$ cat src/rtl/sram_arbiter_if.sv
// sram_arbiter_if: bundles both requester ports and the SDRAM controller side of the arbiter.
interface sram_arbiter_if;
    logic [24:0] a_addr, b_addr, mem_addr;
    logic [7:0]  a_din, a_dout, b_din, b_dout, mem_din, mem_dout;
    logic        a_rd, a_we, a_ack, a_wait;
    logic        b_rd, b_we, b_ack, b_wait;
    logic        mem_rd, mem_we, mem_busy, err;
    modport slave (
        input  a_addr, a_din, a_rd, a_we, b_addr, b_din, b_rd, b_we, mem_dout, mem_busy,
        output a_dout, a_ack, a_wait, b_dout, b_ack, b_wait, mem_addr, mem_din, mem_rd, mem_we, err
    );
    modport master (
        output a_addr, a_din, a_rd, a_we, b_addr, b_din, b_rd, b_we, mem_dout, mem_busy,
        input  a_dout, a_ack, a_wait, b_dout, b_ack, b_wait, mem_addr, mem_din, mem_rd, mem_we, err
    );
endinterface

$ cat src/rtl/sram_arbiter.sv
// sram_arbiter: round-robin two-port arbiter driving a strobe-held SDRAM controller access,
// with hold/wait/done/gap sequencing and a sticky busy watchdog.
module sram_arbiter #(
    parameter int HOLD_CYCLES = 4,
    parameter int GAP_CYCLES  = 2,
    parameter int WAIT_MAX    = 1023
) (
    input logic clk_sdram,
    input logic init,
    sram_arbiter_if.slave bus
);
    localparam logic [2:0] IDLE = 3'd0, ISSUE = 3'd1, WAIT = 3'd2, DONE = 3'd3, GAP = 3'd4;
    localparam int CW = $clog2(WAIT_MAX + HOLD_CYCLES + GAP_CYCLES + 1);

    logic [2:0]    state;
    logic [CW-1:0] cnt;
    logic          port, op_we, last_grant;
    logic          a_req, b_req, gnt_b, strobe, wdone;

    assign a_req  = bus.a_rd | bus.a_we;
    assign b_req  = bus.b_rd | bus.b_we;
    // last_grant: 0 = A, 1 = B; on contention the other port wins
    assign gnt_b  = b_req & (~a_req | ~last_grant);
    assign strobe = state == ISSUE || state == WAIT;
    assign wdone  = ~bus.mem_busy || cnt == CW'(WAIT_MAX - 1);

    assign bus.mem_we = strobe & op_we;
    assign bus.mem_rd = strobe & ~op_we;
    assign bus.a_ack  = state == DONE && !port;
    assign bus.b_ack  = state == DONE && port;
    assign bus.a_wait = a_req & ~bus.a_ack;
    assign bus.b_wait = b_req & ~bus.b_ack;

    always_ff @(posedge clk_sdram or posedge init)
        if (init) begin
            state        <= IDLE;
            cnt          <= '0;
            port         <= 1'b0;
            op_we        <= 1'b0;
            last_grant   <= 1'b1;
            bus.err      <= 1'b0;
            bus.a_dout   <= '0;
            bus.b_dout   <= '0;
            bus.mem_addr <= '0;
            bus.mem_din  <= '0;
        end else
            case (state)
                IDLE: if (a_req | b_req) begin
                    port         <= gnt_b;
                    bus.mem_addr <= gnt_b ? bus.b_addr : bus.a_addr;
                    bus.mem_din  <= gnt_b ? bus.b_din : bus.a_din;
                    op_we        <= gnt_b ? bus.b_we : bus.a_we;
                    cnt          <= '0;
                    state        <= ISSUE;
                end
                ISSUE: if (cnt == CW'(HOLD_CYCLES - 1)) begin
                    cnt   <= '0;
                    state <= WAIT;
                end else
                    cnt <= cnt + 1'b1;
                WAIT: if (wdone) begin
                    if (bus.mem_busy) bus.err <= 1'b1;
                    if (!op_we && port) bus.b_dout <= bus.mem_dout;
                    if (!op_we && !port) bus.a_dout <= bus.mem_dout;
                    cnt   <= '0;
                    state <= DONE;
                end else
                    cnt <= cnt + 1'b1;
                DONE: begin
                    last_grant <= port;
                    state      <= GAP;
                end
                GAP: if (cnt == CW'(GAP_CYCLES - 1)) begin
                    cnt   <= '0;
                    state <= IDLE;
                end else
                    cnt <= cnt + 1'b1;
                default: state <= IDLE;
            endcase
endmodule

$ cat src/flat_wrapper.sv
// flat-port wrapper written by rule: the top's interface ports become plain ports
module sram_arbiter_flat 
#(
    parameter int HOLD_CYCLES = 4,
    parameter int GAP_CYCLES  = 2,
    parameter int WAIT_MAX    = 1023
)
  (clk_sdram, init, bus_a_addr, bus_a_din, bus_a_rd, bus_a_we, bus_b_addr, bus_b_din, bus_b_rd, bus_b_we, bus_mem_dout, bus_mem_busy, bus_a_dout, bus_a_ack, bus_a_wait, bus_b_dout, bus_b_ack, bus_b_wait, bus_mem_addr, bus_mem_din, bus_mem_rd, bus_mem_we, bus_err);
  sram_arbiter_if bus_i ();
  input logic clk_sdram;
  input logic init;
  input wire logic [$bits(bus_i.a_addr)-1:0] bus_a_addr;
  input wire logic [$bits(bus_i.a_din)-1:0] bus_a_din;
  input wire logic [$bits(bus_i.a_rd)-1:0] bus_a_rd;
  input wire logic [$bits(bus_i.a_we)-1:0] bus_a_we;
  input wire logic [$bits(bus_i.b_addr)-1:0] bus_b_addr;
  input wire logic [$bits(bus_i.b_din)-1:0] bus_b_din;
  input wire logic [$bits(bus_i.b_rd)-1:0] bus_b_rd;
  input wire logic [$bits(bus_i.b_we)-1:0] bus_b_we;
  input wire logic [$bits(bus_i.mem_dout)-1:0] bus_mem_dout;
  input wire logic [$bits(bus_i.mem_busy)-1:0] bus_mem_busy;
  output wire logic [$bits(bus_i.a_dout)-1:0] bus_a_dout;
  output wire logic [$bits(bus_i.a_ack)-1:0] bus_a_ack;
  output wire logic [$bits(bus_i.a_wait)-1:0] bus_a_wait;
  output wire logic [$bits(bus_i.b_dout)-1:0] bus_b_dout;
  output wire logic [$bits(bus_i.b_ack)-1:0] bus_b_ack;
  output wire logic [$bits(bus_i.b_wait)-1:0] bus_b_wait;
  output wire logic [$bits(bus_i.mem_addr)-1:0] bus_mem_addr;
  output wire logic [$bits(bus_i.mem_din)-1:0] bus_mem_din;
  output wire logic [$bits(bus_i.mem_rd)-1:0] bus_mem_rd;
  output wire logic [$bits(bus_i.mem_we)-1:0] bus_mem_we;
  output wire logic [$bits(bus_i.err)-1:0] bus_err;
  assign bus_i.a_addr = bus_a_addr;
  assign bus_i.a_din = bus_a_din;
  assign bus_i.a_rd = bus_a_rd;
  assign bus_i.a_we = bus_a_we;
  assign bus_i.b_addr = bus_b_addr;
  assign bus_i.b_din = bus_b_din;
  assign bus_i.b_rd = bus_b_rd;
  assign bus_i.b_we = bus_b_we;
  assign bus_i.mem_dout = bus_mem_dout;
  assign bus_i.mem_busy = bus_mem_busy;
  assign bus_a_dout = bus_i.a_dout;
  assign bus_a_ack = bus_i.a_ack;
  assign bus_a_wait = bus_i.a_wait;
  assign bus_b_dout = bus_i.b_dout;
  assign bus_b_ack = bus_i.b_ack;
  assign bus_b_wait = bus_i.b_wait;
  assign bus_mem_addr = bus_i.mem_addr;
  assign bus_mem_din = bus_i.mem_din;
  assign bus_mem_rd = bus_i.mem_rd;
  assign bus_mem_we = bus_i.mem_we;
  assign bus_err = bus_i.err;
  sram_arbiter #(.HOLD_CYCLES(HOLD_CYCLES), .GAP_CYCLES(GAP_CYCLES), .WAIT_MAX(WAIT_MAX)) u_core (.clk_sdram(clk_sdram), .init(init), .bus(bus_i));
endmodule
$ cat config.mk
export PLATFORM = sky130hd
export DESIGN_NAME = sram_arbiter_flat
export DESIGN_NICKNAME = d
export VERILOG_FILES = /design/src/rtl/sram_arbiter_if.sv /design/src/rtl/sram_arbiter.sv /design/src/flat_wrapper.sv
export SDC_FILE = /design/constraint.sdc
export NUM_CORES = 1
export LEC_CHECK = 0
export BUFFER_PORTS_ARGS = -buffer_cell sky130_fd_sc_hd__buf_4
export CORE_MARGIN = 10
export CORE_UTILIZATION = 43
export CTS_CLUSTER_SIZE = 12
export DETAILED_ROUTE_END_ITERATION = 8
export PLACE_DENSITY = 0.76
export SLEW_MARGIN = 25
export SYNTH_ARGS = -nofsm -noshare
export SYNTH_HDL_FRONTEND = slang
export SYNTH_SLANG_ARGS = --single-unit
$ cat constraint.sdc
create_clock -name clk_sdram -period 2 [get_ports clk_sdram]
set_input_delay 0.2 -clock clk_sdram [delete_from_list [all_inputs] [get_ports clk_sdram]]
set_output_delay 0.2 -clock clk_sdram [all_outputs]
set_load 0.005 [all_outputs]
==> impl_metrics.yaml <==
sta:
  hold_viol: 0
  skew_ps: 7.65
  tightest_slew_ps: 620
  drv_slew: 0
  post-route-min-period_ps: 1920
  timing.fmax_mhz: 522
  fin_hold_ws_ps: 96.7
  fin_crit_sh_pct: 95.9
  relSlewSlack_pct: 58.6
  setup_viol: 0
floorplanning:
  io_pins: 137
  dieArea_mm2: 0.0113
  die_y_um: 106
  num_rows: 31
  die_w_um: 106
  core_mm2: 0.00721
  start_util_pct: 44.2
drt:
  via_count: 2759
  drc: 0
  dr.first_iter.drc_count: 81
  via_per_inst: 4.99
  dr.pass1.iters: 4
  postRouteAntennaNets: 0
  avgRoutedWirePerCell_um: 15.9
  wl_um: 8770
synthesis:
  synth_cell_types: 41
  synth_area_mm2: 0.00319
  postSynthNetCount: 390
  ys_seq_area_share_pct: 52.6
  syn_inst: 306
  yosys_warnings: 0
  avgSynthCellArea_um2: 10.4
  ys_ff_latch: 67
power:
  powerDensity_mw_per_mm2: 641
  finalPower_mw: 2.98
  peakVddDrop_mv: 0.375
  power_leakage_nw: 2.29
finish:
  area_growth_syn_to_layout_pct: 45.6
  layout.nets: 533
  layout-drive-gt1-share_pct: 43.8
  final_cell_mix: "buf_4, dfrtp_1, nand2_1, o21ai_0, mux2i_1"
  diodes: 0
  layout_commonest_cell: "buf_4"
critical_path:
  setup.worst_path.start_class: "flip-flop"
  reg2reg_depth: 5
  endpoint: "u_core.cnt[7]$_DFFE_PP0P_"
  cp-end-kind: "flip-flop"
  cp_num_buf_inv: 0
  worstSetupPathType: "flip-flop to flip-flop"
  slowest_delay_ps: 570
  cp.arrival_ps: 2140
  path_cells: "or4_1 > nor4_4 > a31o_4 > and4_4 > o32ai_1"
  crit_family: "simple AND/OR/NAND/NOR gates"
  crit_start: "u_core.cnt[7]$_DFFE_PP0P_"
  cpMaxStageDelayCell: "or4_1"
  rrSetupSlack_ps: 80
  crit_required_ps: 2220
  r2r_start: "u_core.cnt[7]$_DFFE_PP0P_"
  crit_cells: 5
  r2r-end: "u_core.cnt[7]$_DFFE_PP0P_"
  crit_path_max_fanout: 6
flow_run:
  drv_cap: 0
clock_network:
  cts_buffers: 9
  htree_num_levels: 3
  cts_tree: "built"
  clkTransAtPathRegs_ps: 80
  cts-root-buf: "clkbuf_8"
  worstSkewPairLatency_ps: 340
  cts_buffer_depth: 2
  cts_num_sinks: 67
global_routing:
  grt_pass1_vias: 2938
  grt_antenna_before_repair: 0
  grt_pass1_wl_um: 14400
  grt_max_degree: 57
  grtUsageTotal_pct: 15.6
  overflow: 0
worst_hold_path:
  min_from: "bus_mem_dout[0]"
  hold_path.class: "primary input to flip-flop"
placement:
  gp_congestion: 0.930
  numPortBuffers: 136
  hpwl_um: 7020
status:
  status: "finished, final reports clean"
-- worst reg2reg max path: cells and delay by family, from the launching register on --
family             cells  cell delay, ps
AOI/OAI and AO/OA      2             320
DFF                    1             380
and+or+nand+nor        3            1090
-- synth_stat cells (all sizes together) --
cell type	number	area share, %
clkbuf	11	1.3
nand3b	1	0.24
mux2i	33	10
a21o	1	0.24
o21bai	1	0.24
ha	3	1.2
nor2	18	2.1
a311o	1	0.31
and4b	1	0.31
nand3	5	0.78
and3	2	0.39
nor2b	1	0.20
inv	5	0.59
nor3	2	0.47
o32ai	1	0.27
or2	2	0.39
o22a	1	0.27
nand2	47	5.5
dfstp	1	0.82
and4	3	0.82
o21ai	47	7.6
a31o	3	0.82
nand4	4	0.78
dfrtp	66	52
or3	2	0.39
nand2b	2	0.39
mux2	16	5.6
o22ai	6	1.4
or4	2	0.47
nor4	1	0.39
a21boi	1	0.24
a21oi	2	0.31
and2	2	0.39
buf	8	1.5
xnor2	4	1.1
-- worst min path at each step --
stage / to / cells after the start
floorplan: u_core.bus.b_dout[0]$_DFFE_PP0P_ / 1
global placement: u_core.bus.mem_addr[2]$_DFFE_PP0P_ / 2
detailed placement: u_core.bus.mem_addr[2]$_DFFE_PP0P_ / 2
CTS: u_core.bus.b_dout[2]$_DFFE_PP0P_ / 2
global route: u_core.bus.a_dout[2]$_DFFE_PP0P_ / 2
finish: u_core.bus.b_dout[0]$_DFFE_PP0P_ / 2
-- cell families (layout without fill, tap and decap cells) --
kind of cell,count (synthesis),after routing,share of synthesized area [%]
simple gates,95,95,14.1
fa+ha+maj,3,3,1.18
xor+xnor,4,4,1.10
compound gates,64,64,11.7
mux,49,49,16.0
flops,67,67,52.6
buf+inv,24,172,3.33
-- final cells by class --
| cell class | count | area, um^2 |
|---|---|---|
| Clock inverter | 6 | 63.8 |
| Multi-Input combinational cell | 215 | 1450 |
| Inverter | 5 | 18.8 |
| Fill cell | 616 | 2570 |
| Tap cell | 99 | 124 |
| Timing Repair Buffer | 151 | 1170 |
| Sequential cell | 67 | 1680 |
| Clock buffer | 10 | 138 |
-- report_power, final --
group / switching, mW / internal (mW) / total, mW
sequential: 0.0340 / 1.41 / 1.45
combinational: 0.152 / 0.236 / 0.387
clock: 0.534 / 0.609 / 1.14
total: 0.719 / 2.26 / 2.98
-- timing repair --
item                                    in CTS  in global routing
endpoints found under the setup margin       7                 19
gates resized for setup                      2                  6
pin swaps                                    0                  1
endpoints found under the hold margin       28                  0
buffers inserted                             0                  0
hold buffers                                 1                  0
-- through the flow --
step | setup TNS (ps) | cells | area [um^2] | utilization, % | setup WS (ps)
2_1_floorplan | 0 | 306 | 3190 | - | 118
3_3_place_gp | 0 | 536 | 4410 | 61.1 | 35.2
3_5_place_dp | -11.5 | 536 | 4410 | 61.1 | -11.0
4_1_cts | 0 | 553 | 4620 | 64.0 | 14.3
5_1_grt | -5.65 | 553 | 4640 | 64.4 | -2.84
6_report | 0 | 553 | 4640 | 64.4 | 82.9
-- flip-flops by register name, indices dropped and copies added (netlist names) --
register             cells
u_core.bus.a_dout        8
u_core.bus.b_dout        8
u_core.bus.mem_addr     25
u_core.port              1
u_core.bus.mem_din       8
u_core.cnt              11
u_core.bus.err           1
u_core.last_grant        1
u_core.op_we             1
u_core.state             3
-- layer usage --
layer / vias to the layer above / part of all wire (%) / GRT usage [%]
met5: - / 0 / 0
met1: 1286 / 39 / 17.0
met2: 105 / 50 / 26.1
li1: 1359 / - / -
met4: 0 / 1.1 / 6.09
met3: 9 / 9.8 / 7.07
Note: power is estimated with default switching activity, not from simulation.
